$ cat src/rtl/pwm_ramp_pkg.sv
// rtl/pwm_ramp_pkg.sv - shared types and sizing helpers for the duty-ramp scheduler
package pwm_ramp_pkg;

  localparam int PKG_WIDTH_PERIOD = 16;
  localparam int PKG_WIDTH_DUTY   = 16;
  localparam int PKG_WIDTH_DIV    = 8;

  typedef enum logic {ST_IDLE, ST_UPDATE} ramp_state_e;

  function automatic int ch_idx_w(input int n);
    return (n <= 2) ? 1 : $clog2(n);
  endfunction

  typedef struct packed {
    logic [PKG_WIDTH_PERIOD-1:0] period;
    logic [PKG_WIDTH_PERIOD-1:0] shadow_period;
    logic [PKG_WIDTH_DUTY-1:0]   duty;
    logic [PKG_WIDTH_DUTY-1:0]   target;
    logic [PKG_WIDTH_DUTY-1:0]   step;
    logic [PKG_WIDTH_DIV-1:0]    div;
    logic [PKG_WIDTH_DIV-1:0]    div_cnt;
  } ch_ctx_t;

endpackage

$ cat src/rtl/pwm_rr_arb.sv
// rtl/pwm_rr_arb.sv - round-robin pick of the first request at or after a pointer
module pwm_rr_arb #(
  parameter int N  = 4,
  parameter int IW = 2
) (
  input  logic [N-1:0]  req,
  input  logic [IW-1:0] ptr,
  output logic [N-1:0]  grant,
  output logic [IW-1:0] idx,
  output logic          any_req
);

  int            k;
  logic [IW-1:0] kk;
  logic          found;

  always_comb begin
    grant = '0;
    idx   = '0;
    found = 1'b0;
    k     = 0;
    kk    = '0;
    for (int i = 0; i < N; i++) begin
      k = int'(ptr) + i;
      if (k >= N) k = k - N;
      kk = IW'(k);
      if (!found && req[kk]) begin
        found     = 1'b1;
        grant[kk] = 1'b1;
        idx       = kk;
      end
    end
  end

  assign any_req = |req;

endmodule

$ cat src/rtl/pwm_ramp_sched.sv
// rtl/pwm_ramp_sched.sv - per-channel duty ramp scheduler with a shared round-robin update engine
// Optional irq/irq_clr ports when PWM_RAMP_IRQ_EN is defined.
module pwm_ramp_sched
  import pwm_ramp_pkg::*;
#(
  parameter int N_CHANNELS   = 4,
  parameter int WIDTH_PERIOD = PKG_WIDTH_PERIOD,
  parameter int WIDTH_DUTY   = PKG_WIDTH_DUTY,
  parameter int WIDTH_DIV    = PKG_WIDTH_DIV
) (
  input  logic                               clk,
  input  logic                               reset_n,
  input  logic                               cfg_valid,
  output logic                               cfg_ready,
  input  logic [ch_idx_w(N_CHANNELS)-1:0]    cfg_ch,
  input  logic [WIDTH_PERIOD-1:0]            cfg_period,
  input  logic [WIDTH_DUTY-1:0]              cfg_target,
  input  logic [WIDTH_DUTY-1:0]              cfg_step,
  input  logic [WIDTH_DIV-1:0]               cfg_div,
  output logic                               cfg_err,
  input  logic [N_CHANNELS-1:0]              period_end,
  output logic [N_CHANNELS*WIDTH_PERIOD-1:0] period_flat,
  output logic [N_CHANNELS*WIDTH_DUTY-1:0]   duty_flat,
  output logic [N_CHANNELS-1:0]              ramp_busy,
  output logic [N_CHANNELS-1:0]              ramp_done
`ifdef PWM_RAMP_IRQ_EN
  ,
  output logic                               irq,
  input  logic                               irq_clr
`endif
);

  localparam int IW = ch_idx_w(N_CHANNELS);
  localparam logic [IW:0]          N_CH_L   = (IW+1)'(N_CHANNELS);
  localparam logic [IW-1:0]        LAST_CH  = IW'(N_CHANNELS - 1);
  localparam logic [IW-1:0]        IDX_ONE  = IW'(1);
  localparam logic [WIDTH_DIV-1:0] DIV_ONE  = WIDTH_DIV'(1);

  ramp_state_e state, state_n;
  ch_ctx_t     ctx [N_CHANNELS];

  logic [N_CHANNELS-1:0] pend, pend_n, grant_oh_q, arb_grant;
  logic [IW-1:0]         ptr, grant_q, arb_idx;
  logic                  arb_any;

  logic                  cfg_fire, cfg_bad, ch_ok;
  logic [WIDTH_DUTY-1:0] cur_duty;

  ch_ctx_t               cur;
  logic [WIDTH_DIV-1:0]  eff_div, upd_div_cnt;
  logic [WIDTH_DUTY:0]   up_sum;
  logic [WIDTH_DUTY-1:0] upd_duty;
  logic                  take_step, upd_done, done_set;

  pwm_rr_arb #(.N(N_CHANNELS), .IW(IW)) u_arb (
    .req     (pend),
    .ptr     (ptr),
    .grant   (arb_grant),
    .idx     (arb_idx),
    .any_req (arb_any)
  );

  always_ff @(posedge clk or negedge reset_n) begin
    if (!reset_n) state <= ST_IDLE;
    else          state <= state_n;
  end

  always_comb begin
    state_n = state;
    case (state)
      ST_IDLE:   if (arb_any) state_n = ST_UPDATE;
      ST_UPDATE: state_n = ST_IDLE;
      default:   state_n = ST_IDLE;
    endcase
  end

  assign cfg_ready = (state == ST_IDLE);
  assign cfg_fire  = cfg_valid && cfg_ready;
  assign ch_ok     = {1'b0, cfg_ch} < N_CH_L;
  assign cur_duty  = ctx[cfg_ch].duty;
  assign cfg_bad   = !ch_ok || (cfg_target > cfg_period) ||
                     ((cfg_step == '0) && (cfg_target != cur_duty));

  // A wrap arriving on the same edge as the service of that channel must survive.
  always_comb begin
    pend_n = pend;
    if (state == ST_UPDATE) pend_n = pend_n & ~grant_oh_q;
    pend_n = pend_n | period_end;
  end

  always_comb begin
    cur         = ctx[grant_q];
    eff_div     = (cur.div == '0) ? DIV_ONE : cur.div;
    take_step   = (cur.div_cnt <= DIV_ONE);
    upd_div_cnt = take_step ? eff_div : (cur.div_cnt - DIV_ONE);
    up_sum      = {1'b0, cur.duty} + {1'b0, cur.step};
    upd_duty    = cur.duty;
    if (take_step) begin
      if (cur.target > cur.duty)
        upd_duty = (up_sum > {1'b0, cur.target}) ? cur.target : up_sum[WIDTH_DUTY-1:0];
      else if (cur.duty > cur.target)
        upd_duty = ((cur.duty - cur.target) < cur.step) ? cur.target : (cur.duty - cur.step);
    end
    upd_done = take_step && (cur.duty != cur.target) && (upd_duty == cur.target);
    done_set = (state == ST_UPDATE) && upd_done;
  end

  always_ff @(posedge clk or negedge reset_n) begin
    if (!reset_n) begin
      for (int i = 0; i < N_CHANNELS; i++) ctx[i] <= '0;
      pend       <= '0;
      ptr        <= '0;
      grant_q    <= '0;
      grant_oh_q <= '0;
      ramp_busy  <= '0;
      ramp_done  <= '0;
      cfg_err    <= 1'b0;
    end else begin
      pend      <= pend_n;
      ramp_done <= '0;
      cfg_err   <= 1'b0;
      // The grant is frozen on entry to UPDATE so late wraps cannot redirect it.
      if (state == ST_IDLE) begin
        grant_q    <= arb_idx;
        grant_oh_q <= arb_grant;
      end
      if (cfg_fire) begin
        if (cfg_bad) begin
          cfg_err <= 1'b1;
        end else begin
          ctx[cfg_ch].target        <= cfg_target;
          ctx[cfg_ch].step          <= cfg_step;
          ctx[cfg_ch].div           <= cfg_div;
          ctx[cfg_ch].div_cnt       <= cfg_div;
          ctx[cfg_ch].shadow_period <= cfg_period;
          ramp_busy[cfg_ch]         <= (cfg_target != cur_duty);
        end
      end
      if (state == ST_UPDATE) begin
        ptr                   <= (grant_q == LAST_CH) ? '0 : (grant_q + IDX_ONE);
        ctx[grant_q].period   <= ctx[grant_q].shadow_period;
        ctx[grant_q].div_cnt  <= upd_div_cnt;
        ctx[grant_q].duty     <= upd_duty;
        if (upd_done) begin
          ramp_busy[grant_q] <= 1'b0;
          ramp_done[grant_q] <= 1'b1;
        end
      end
    end
  end

  always_comb begin
    period_flat = '0;
    duty_flat   = '0;
    for (int i = 0; i < N_CHANNELS; i++) begin
      period_flat[i*WIDTH_PERIOD +: WIDTH_PERIOD] = ctx[i].period;
      duty_flat[i*WIDTH_DUTY +: WIDTH_DUTY]       = ctx[i].duty;
    end
  end

`ifdef PWM_RAMP_IRQ_EN
  always_ff @(posedge clk or negedge reset_n) begin
    if (!reset_n)      irq <= 1'b0;
    else if (done_set) irq <= 1'b1;
    else if (irq_clr)  irq <= 1'b0;
  end
`endif

endmodule

$ cat config.mk
export PLATFORM = sky130hd
export DESIGN_NAME = pwm_ramp_sched
export DESIGN_NICKNAME = d
export VERILOG_FILES = /design/src/rtl/pwm_ramp_pkg.sv /design/src/rtl/pwm_rr_arb.sv /design/src/rtl/pwm_ramp_sched.sv
export SDC_FILE = /design/constraint.sdc
export NUM_CORES = 1
export LEC_CHECK = 0
export ABC_AREA = 1
export BUFFER_PORTS_ARGS = -buffer_cell sky130_fd_sc_hd__buf_2
export CAP_MARGIN = 20
export CORE_MARGIN = 2
export CORE_UTILIZATION = 48
export CTS_CLUSTER_DIAMETER = 150
export DETAILED_ROUTE_END_ITERATION = 6
export PLACE_DENSITY_LB_ADDON = 0.05
export SLEW_MARGIN = 20
export SYNTH_ARGS = -nofsm -noshare
export SYNTH_HDL_FRONTEND = slang
export SYNTH_HIERARCHICAL = 1
export SYNTH_SLANG_ARGS = --single-unit
$ cat constraint.sdc
create_clock -name clk -period 8.4 [get_ports clk]
set_input_delay 0.42 -clock clk [delete_from_list [all_inputs] [get_ports clk]]
set_output_delay 0.42 -clock clk [all_outputs]
set_load 0.01 [all_outputs]
# Yosys cells after proc, flatten, opt, wreduce, memory -nomap -nowiden
# Index checks and enable logic that the tools add are counted.
[totals]
reg_bits = 406
inputBits = 65
out_inout_bits = 138
[classes]
addsub = 12
n_lt_le_gt_ge = 26
eq_ne = 4
n_mux = 88
bitwise_logic = 11
n_reduce_logical = 22
[ops]
columns = ["operator", "count"]
rows = [
  ["384-bit bitwise mux", 8],
  ["96-bit demux with 2-bit select", 8],
  ["384-bit two-way mux", 3],
  ["96-bit binary-select mux with 2-bit select", 2],
  ["80-bit two-way mux", 3],
  ["64-bit two-way mux", 3],
  ["16-bit two-way mux", 6],
  ["96-bit two-way mux", 1],
  ["16-bit > comparator", 3],
  ["48-bit two-way mux", 1],
  ["4-bit two-way mux", 11],
  ["32-bit two-way mux", 1],
  ["8-bit two-way mux", 4],
  ["16-bit != test", 2],
  ["16-bit subtractor", 2],
  ["2-bit by 3-bit < comparator with 1-bit output (second input constant)", 6],
  ["2-bit two-way mux", 9],
  ["16-bit by 16-bit adder with 17-bit output", 1],
  ["17-bit by 16-bit > comparator with 1-bit output", 1],
  ["16-bit == test", 1],
  ["16-bit zero test", 1],
  ["16-bit < comparator", 1],
  ["1-bit two-way mux", 16],
  ["4-bit OR", 4],
  ["24 further kinds", 65],
]

# Depth between registers and ports, before layout
[depth]
ltp_word = 16
mapped_depth = 47
depth_no_buf = 39

# By module
# The synthesis kept the hierarchy.
[by_module_without_submodules]
columns = ["mod", "instances", "cells_per_inst", "area_each_um2"]
rows = [
  ["pwm_ramp_sched", 1, 3034, 23588.9],
  ["pwm_rr_arb", 1, 83, 483.0],
]

# Worst setup path after synthesis
# Ideal clock, no wire load.
[synth_timing]
kind = "register -> register"
from = "register grant_q[1]"
to = "register ramp_busy[0]"
t_arrival_ps = 5704
t_required_ps = 8279
slack_ps = 2575
path_stages_with_launch = 42
path_cell_list = "dfrtp_1 > inv_2 > buf_2 > buf_1 > buf_2 > buf_1 > buf_2 > buf_2 > buf_1 > a32oi_1 > inv_1 > ha_1 > buf_2 > nor2_1 > and3_1 > nand2_1 > nand2_1 > nand3_1 > (+6 left out) > nand2_1 > nand2_1 > nand2_1 > nand2_1 > nand2_1 > nand2_1 > clkbuf_1 > nand3_1 > nand3_1 > nand3b_1 > nand2_1 > nand2_1 > nand2_1 > nand3_1 > nor2_1 > nand3_1 > nor2_2 > nor2_1"
[synth_between]
elab_chain_len = 14
word_cells_on_any_way = 30
[synth_rtl]
columns = ["item", "line", "text"]
rows = [
  ["start: declaration", "pwm_ramp_sched.sv:43", "logic [IW-1:0] ptr, grant_q, arb_idx;"],
  ["start signal: assignment", "pwm_ramp_sched.sv:124", "grant_q <= arb_idx;"],
  ["2-bit NOT with 3-bit output (implied by the code)", "pwm_ramp_sched.sv:92", "cur = ctx[grant_q];"],
  ["96-bit binary-select mux with 2-bit select", "pwm_ramp_sched.sv:92", ""],
  ["80-bit two-way mux (2 in series)", "--", ""],
  ["16-bit subtractor", "pwm_ramp_sched.sv:102", "upd_duty = ((cur.duty - cur.target) < cur.step) ? cur.target : (cur.duty - cur.step);"],
  ["16-bit < comparator", "pwm_ramp_sched.sv:102", ""],
  ["16-bit two-way mux", "pwm_ramp_sched.sv:102", ""],
  ["16-bit two-way mux", "pwm_ramp_sched.sv:101", "else if (cur.duty > cur.target)"],
  ["16-bit two-way mux", "pwm_ramp_sched.sv:99", "if (cur.target > cur.duty)"],
  ["16-bit two-way mux", "pwm_ramp_sched.sv:98", "if (take_step) begin"],
  ["16-bit == test", "pwm_ramp_sched.sv:104", "upd_done = take_step && (cur.duty != cur.target) && (upd_duty == cur.target);"],
  ["1-bit logical AND", "pwm_ramp_sched.sv:104", ""],
  ["4-bit two-way mux (*)", "pwm_ramp_sched.sv:144", "if (upd_done) begin"],
  ["4-bit two-way mux (*)", "pwm_ramp_sched.sv:139", "if (state == ST_UPDATE) begin"],
  ["end signal: indexed assignment", "pwm_ramp_sched.sv:136", "ramp_busy[cfg_ch] <= (cfg_target != cur_duty);"],
  ["end: declaration", "pwm_ramp_sched.sv:24", "output logic [N_CHANNELS-1:0] ramp_busy,"],
]
# Every way passes the cells marked *; elsewhere a longest branch is shown, timed or not. The select of a mux whose other input is x is not followed.
# A chain may end at the register's enable or synchronous reset.

# Final worst setup path
[layout_timing]
from = "register grant_q[0]"
to = "register ramp_busy[0]"
# The elaborated chain is that of the path after synthesis.

==> results.yml <==
outcome:
  status: "finished, violations left"
  failed_checks: "design-rule violations"
logic_synthesis:
  syn-num-nets: 3290
  synth_top_family_by_area: "simple AND/OR/NAND/NOR gates"
  synth.top_cells.by_area: "dfrtp_1 42%, nand2_1 13%, ha_1 5.5%"
  post-synth-top-count-cell: "nand2_1"
  ys_ff_latch: 406
  ys.flop_type: "dfrtp_1"
  yosysTopAreaCellShare: 0.4221
  yosysTopAreaCell: "dfrtp_1"
  syn_area_sq_mm: 0.02407
  synth_mux_area_frac: 0.0008316
  synth_xor_area_frac: 0.02219
  synthArstFlopShare: 1.000
  ys_types: 58
  netlist_top_cells_count: "846 x nand2_1, 406 x dfrtp_1, 282 x inv_1"
  ys_seq_area_frac: 0.4221
  syn_area_per_cell_sq_um: 7.723
  synth_fa_ha_area_frac: 0.05707
  synth_edf_count: 0
  yosysWarnings: 6
  synthCells: 3117
  synth_compound_area_frac: 0.1773
  yosys.area_share.simple: 0.2049
drt:
  postRouteAntennaNets: 0
  via_per_inst: 5.578
  routed-wl-met2_um: 38150
  vias: 21450
  drt_iter0_markers: 1701
  wire_per_inst_um: 21.09
  routedLengthMet1_um: 35020
  dr.pass1.iters: 7
  drc: 1
  wl_met3_um: 4715
  totalWireLength_um: 81120
  highest_layer: "met5"
cells_and_area:
  fin_area_sq_mm: 0.02636
  stdcell_count: 3846
  drive_above_1_share: 0.1169
  fin_nets: 3309
  n_fill_cell: 4936
  syn_to_final_growth_pct: 9.507
timing:
  tns_ns: 0
  fmax_mhz: 131.5
  final_max_slew_viol_count: 0
  hold_violations: 0
  max_slew_margin: 0.2747
  post-route-period-util: 0.9053
  setup_viol: 0
  skew_ns: 0.02964
  rsz0062_at_grt: "false"
  worst_pin_slew_ns: 1.088
  fin_crit_ns: 7.604
die:
  die_area_sq_mm: 0.05196
  initial_utilization: 0.4828
  fp.dieH_um: 227.9
  rows: 82
  pin_count: 203
  die_w_um: 227.9
  coreArea_sq_mm: 0.04986
clock_network:
  clockBufferDepth: 3
  cts_tree: "yes"
  clock_sinks: 406
  ctsResizeCount: 0
  path_clk_slew_ns: 0.06
  cts_buffers: 46
  cts_root_buf: "clkbuf_16"
  htree_levels: 2
  clk_latency_ns: 0.61
  postCtsSetupRepairBufs: 0
critical_path:
  critPathSlowestCell: "inv_4"
  start_kind: "flip-flop"
  critical_path_class: "flip-flop to flip-flop"
  reg2reg_slack_ns: 0.80
  crit_fanout: 71
  end_kind: "flip-flop"
  critPathArrivalTime_ns: 8.10
  crit_buf_inv: 5
  worstPathRequired_ns: 8.89
  crit_path_max_incr_delay_ns: 0.69
  cp_common_cell: "nand2_1"
  crit_family: "simple AND/OR/NAND/NOR gates"
placement:
  io_buffers: 202
  dp.cells: 3754
  dp_hpwl_um: 57790
  gp_congestion: 1.011
  dpl-instance-area_sq_mm: 0.02469
global_route:
  grt_max_degree: 157
  grt_use_total: 0.3128
  first_global_vias: 20950
  antenna_found_initial: 6
  grt_remaining_overflow: 0
  grt_pass1_wl_um: 126600
worst_hold_path:
  hold_class: "input port to flip-flop"
flow_run:
  cap_violations: 0
## routing by layer
layer  vias to the layer above  GRT usage
met1                     10350     0.4179
met3                       166    0.05000
met4                         6     0.1225
li1                      10190          -
met2                       738     0.5112
met5                         -          0
## state kept, by name, indices dropped and copies added, names as in the netlist
name / count
cfg_err: 1
state: 1
grant_oh_q: 4
duty_flat: 64
ctx: 256
ramp_busy: 4
period_flat: 64
grant_q: 2
ptr: 2
pend: 4
ramp_done: 4
## cells in the final DEF (no fill, tap or decap), types with 9 or more instances in the layout
master | netlist | layout
inv_1 | 282 | 282
a32oi_1 | 38 | 38
clkbuf_16 | 0 | 46
buf_2 | 60 | 201
a22oi_1 | 20 | 20
xor2_1 | 54 | 54
clkinv_2 | 0 | 13
nand2_1 | 846 | 844
nand4_1 | 14 | 14
a21oi_1 | 200 | 200
o21ai_1 | 175 | 175
nor2_1 | 139 | 139
dfrtp_1 | 406 | 405
o21ai_0 | 242 | 242
ha_1 | 105 | 105
clkbuf_8 | 0 | 15
a32o_1 | 19 | 19
buf_4 | 129 | 43
o22ai_1 | 14 | 14
nand3_1 | 147 | 147
o221ai_1 | 9 | 9
nor3_1 | 10 | 10
## final cells by class
type,count,area (sq um),area share
multi-input cells,2129,11140,0.4224
flip-flops and latches,406,10160,0.3856
inverters,298,1134,0.04300
diodes,1,2.502,0.00009493
clock inverters,16,196.4,0.007452
well taps,672,840.8,0.03190
repair buffers,255,1500,0.05691
clock buffers,69,1388,0.05264
## worst min-delay path, cell delays in order
cell	delay, ns
buf_2	0.12
nand2_1	0.07
nand2_1	0.05
## metrics by stage
stage                     utilization  worst slack, ns  hold slack [ns]
final                          0.5287           0.7957          0.08937
after global routing           0.5287           0.2259          0.09304
after CTS                      0.5280           0.8996          0.05472
after detailed placement       0.4952           0.9153           0.4587
after global placement         0.4947            1.019           0.4529
after floorplan                     -            2.575           0.1244
## cell families after synthesis
| kind of cell | after synthesis |
|---|---|
| compound gates | 760 |
| buf+inv | 582 |
| mux | 2 |
| xor+xnor | 61 |
| fa+ha+maj | 108 |
| flops | 406 |
| simple gates | 1198 |
## what timing repair did
item	in CTS	in global routing
hold buffers	5	0
setup endpoints to repair	0	0
hold endpoints to repair	48	0
## worst paths after layout
kind / to / start / depth (start not counted)
max in group asynchronous: duty_flat[42]$_DFFE_PN0P_ / reset_n / 4
setup reg to reg: ramp_busy[0]$_DFF_PN0_ / grant_q[0]$_DFFE_PN0N_ / 36
min in group asynchronous: ctx[215]$_DFFE_PN0P_ / reset_n / 2
setup / recovery: ramp_busy[0]$_DFF_PN0_ / grant_q[0]$_DFFE_PN0N_ / 36
hold / removal: ctx[300]$_DFFE_PN0P_ / cfg_div[4] / 3
hold reg to reg: ctx[107]$_DFFE_PN0P_ / ctx[107]$_DFFE_PN0P_ / 2
Power is left out: the tool's default activity adds up to more than one toggle a clock period on the data nets, which glitch-free logic cannot reach.
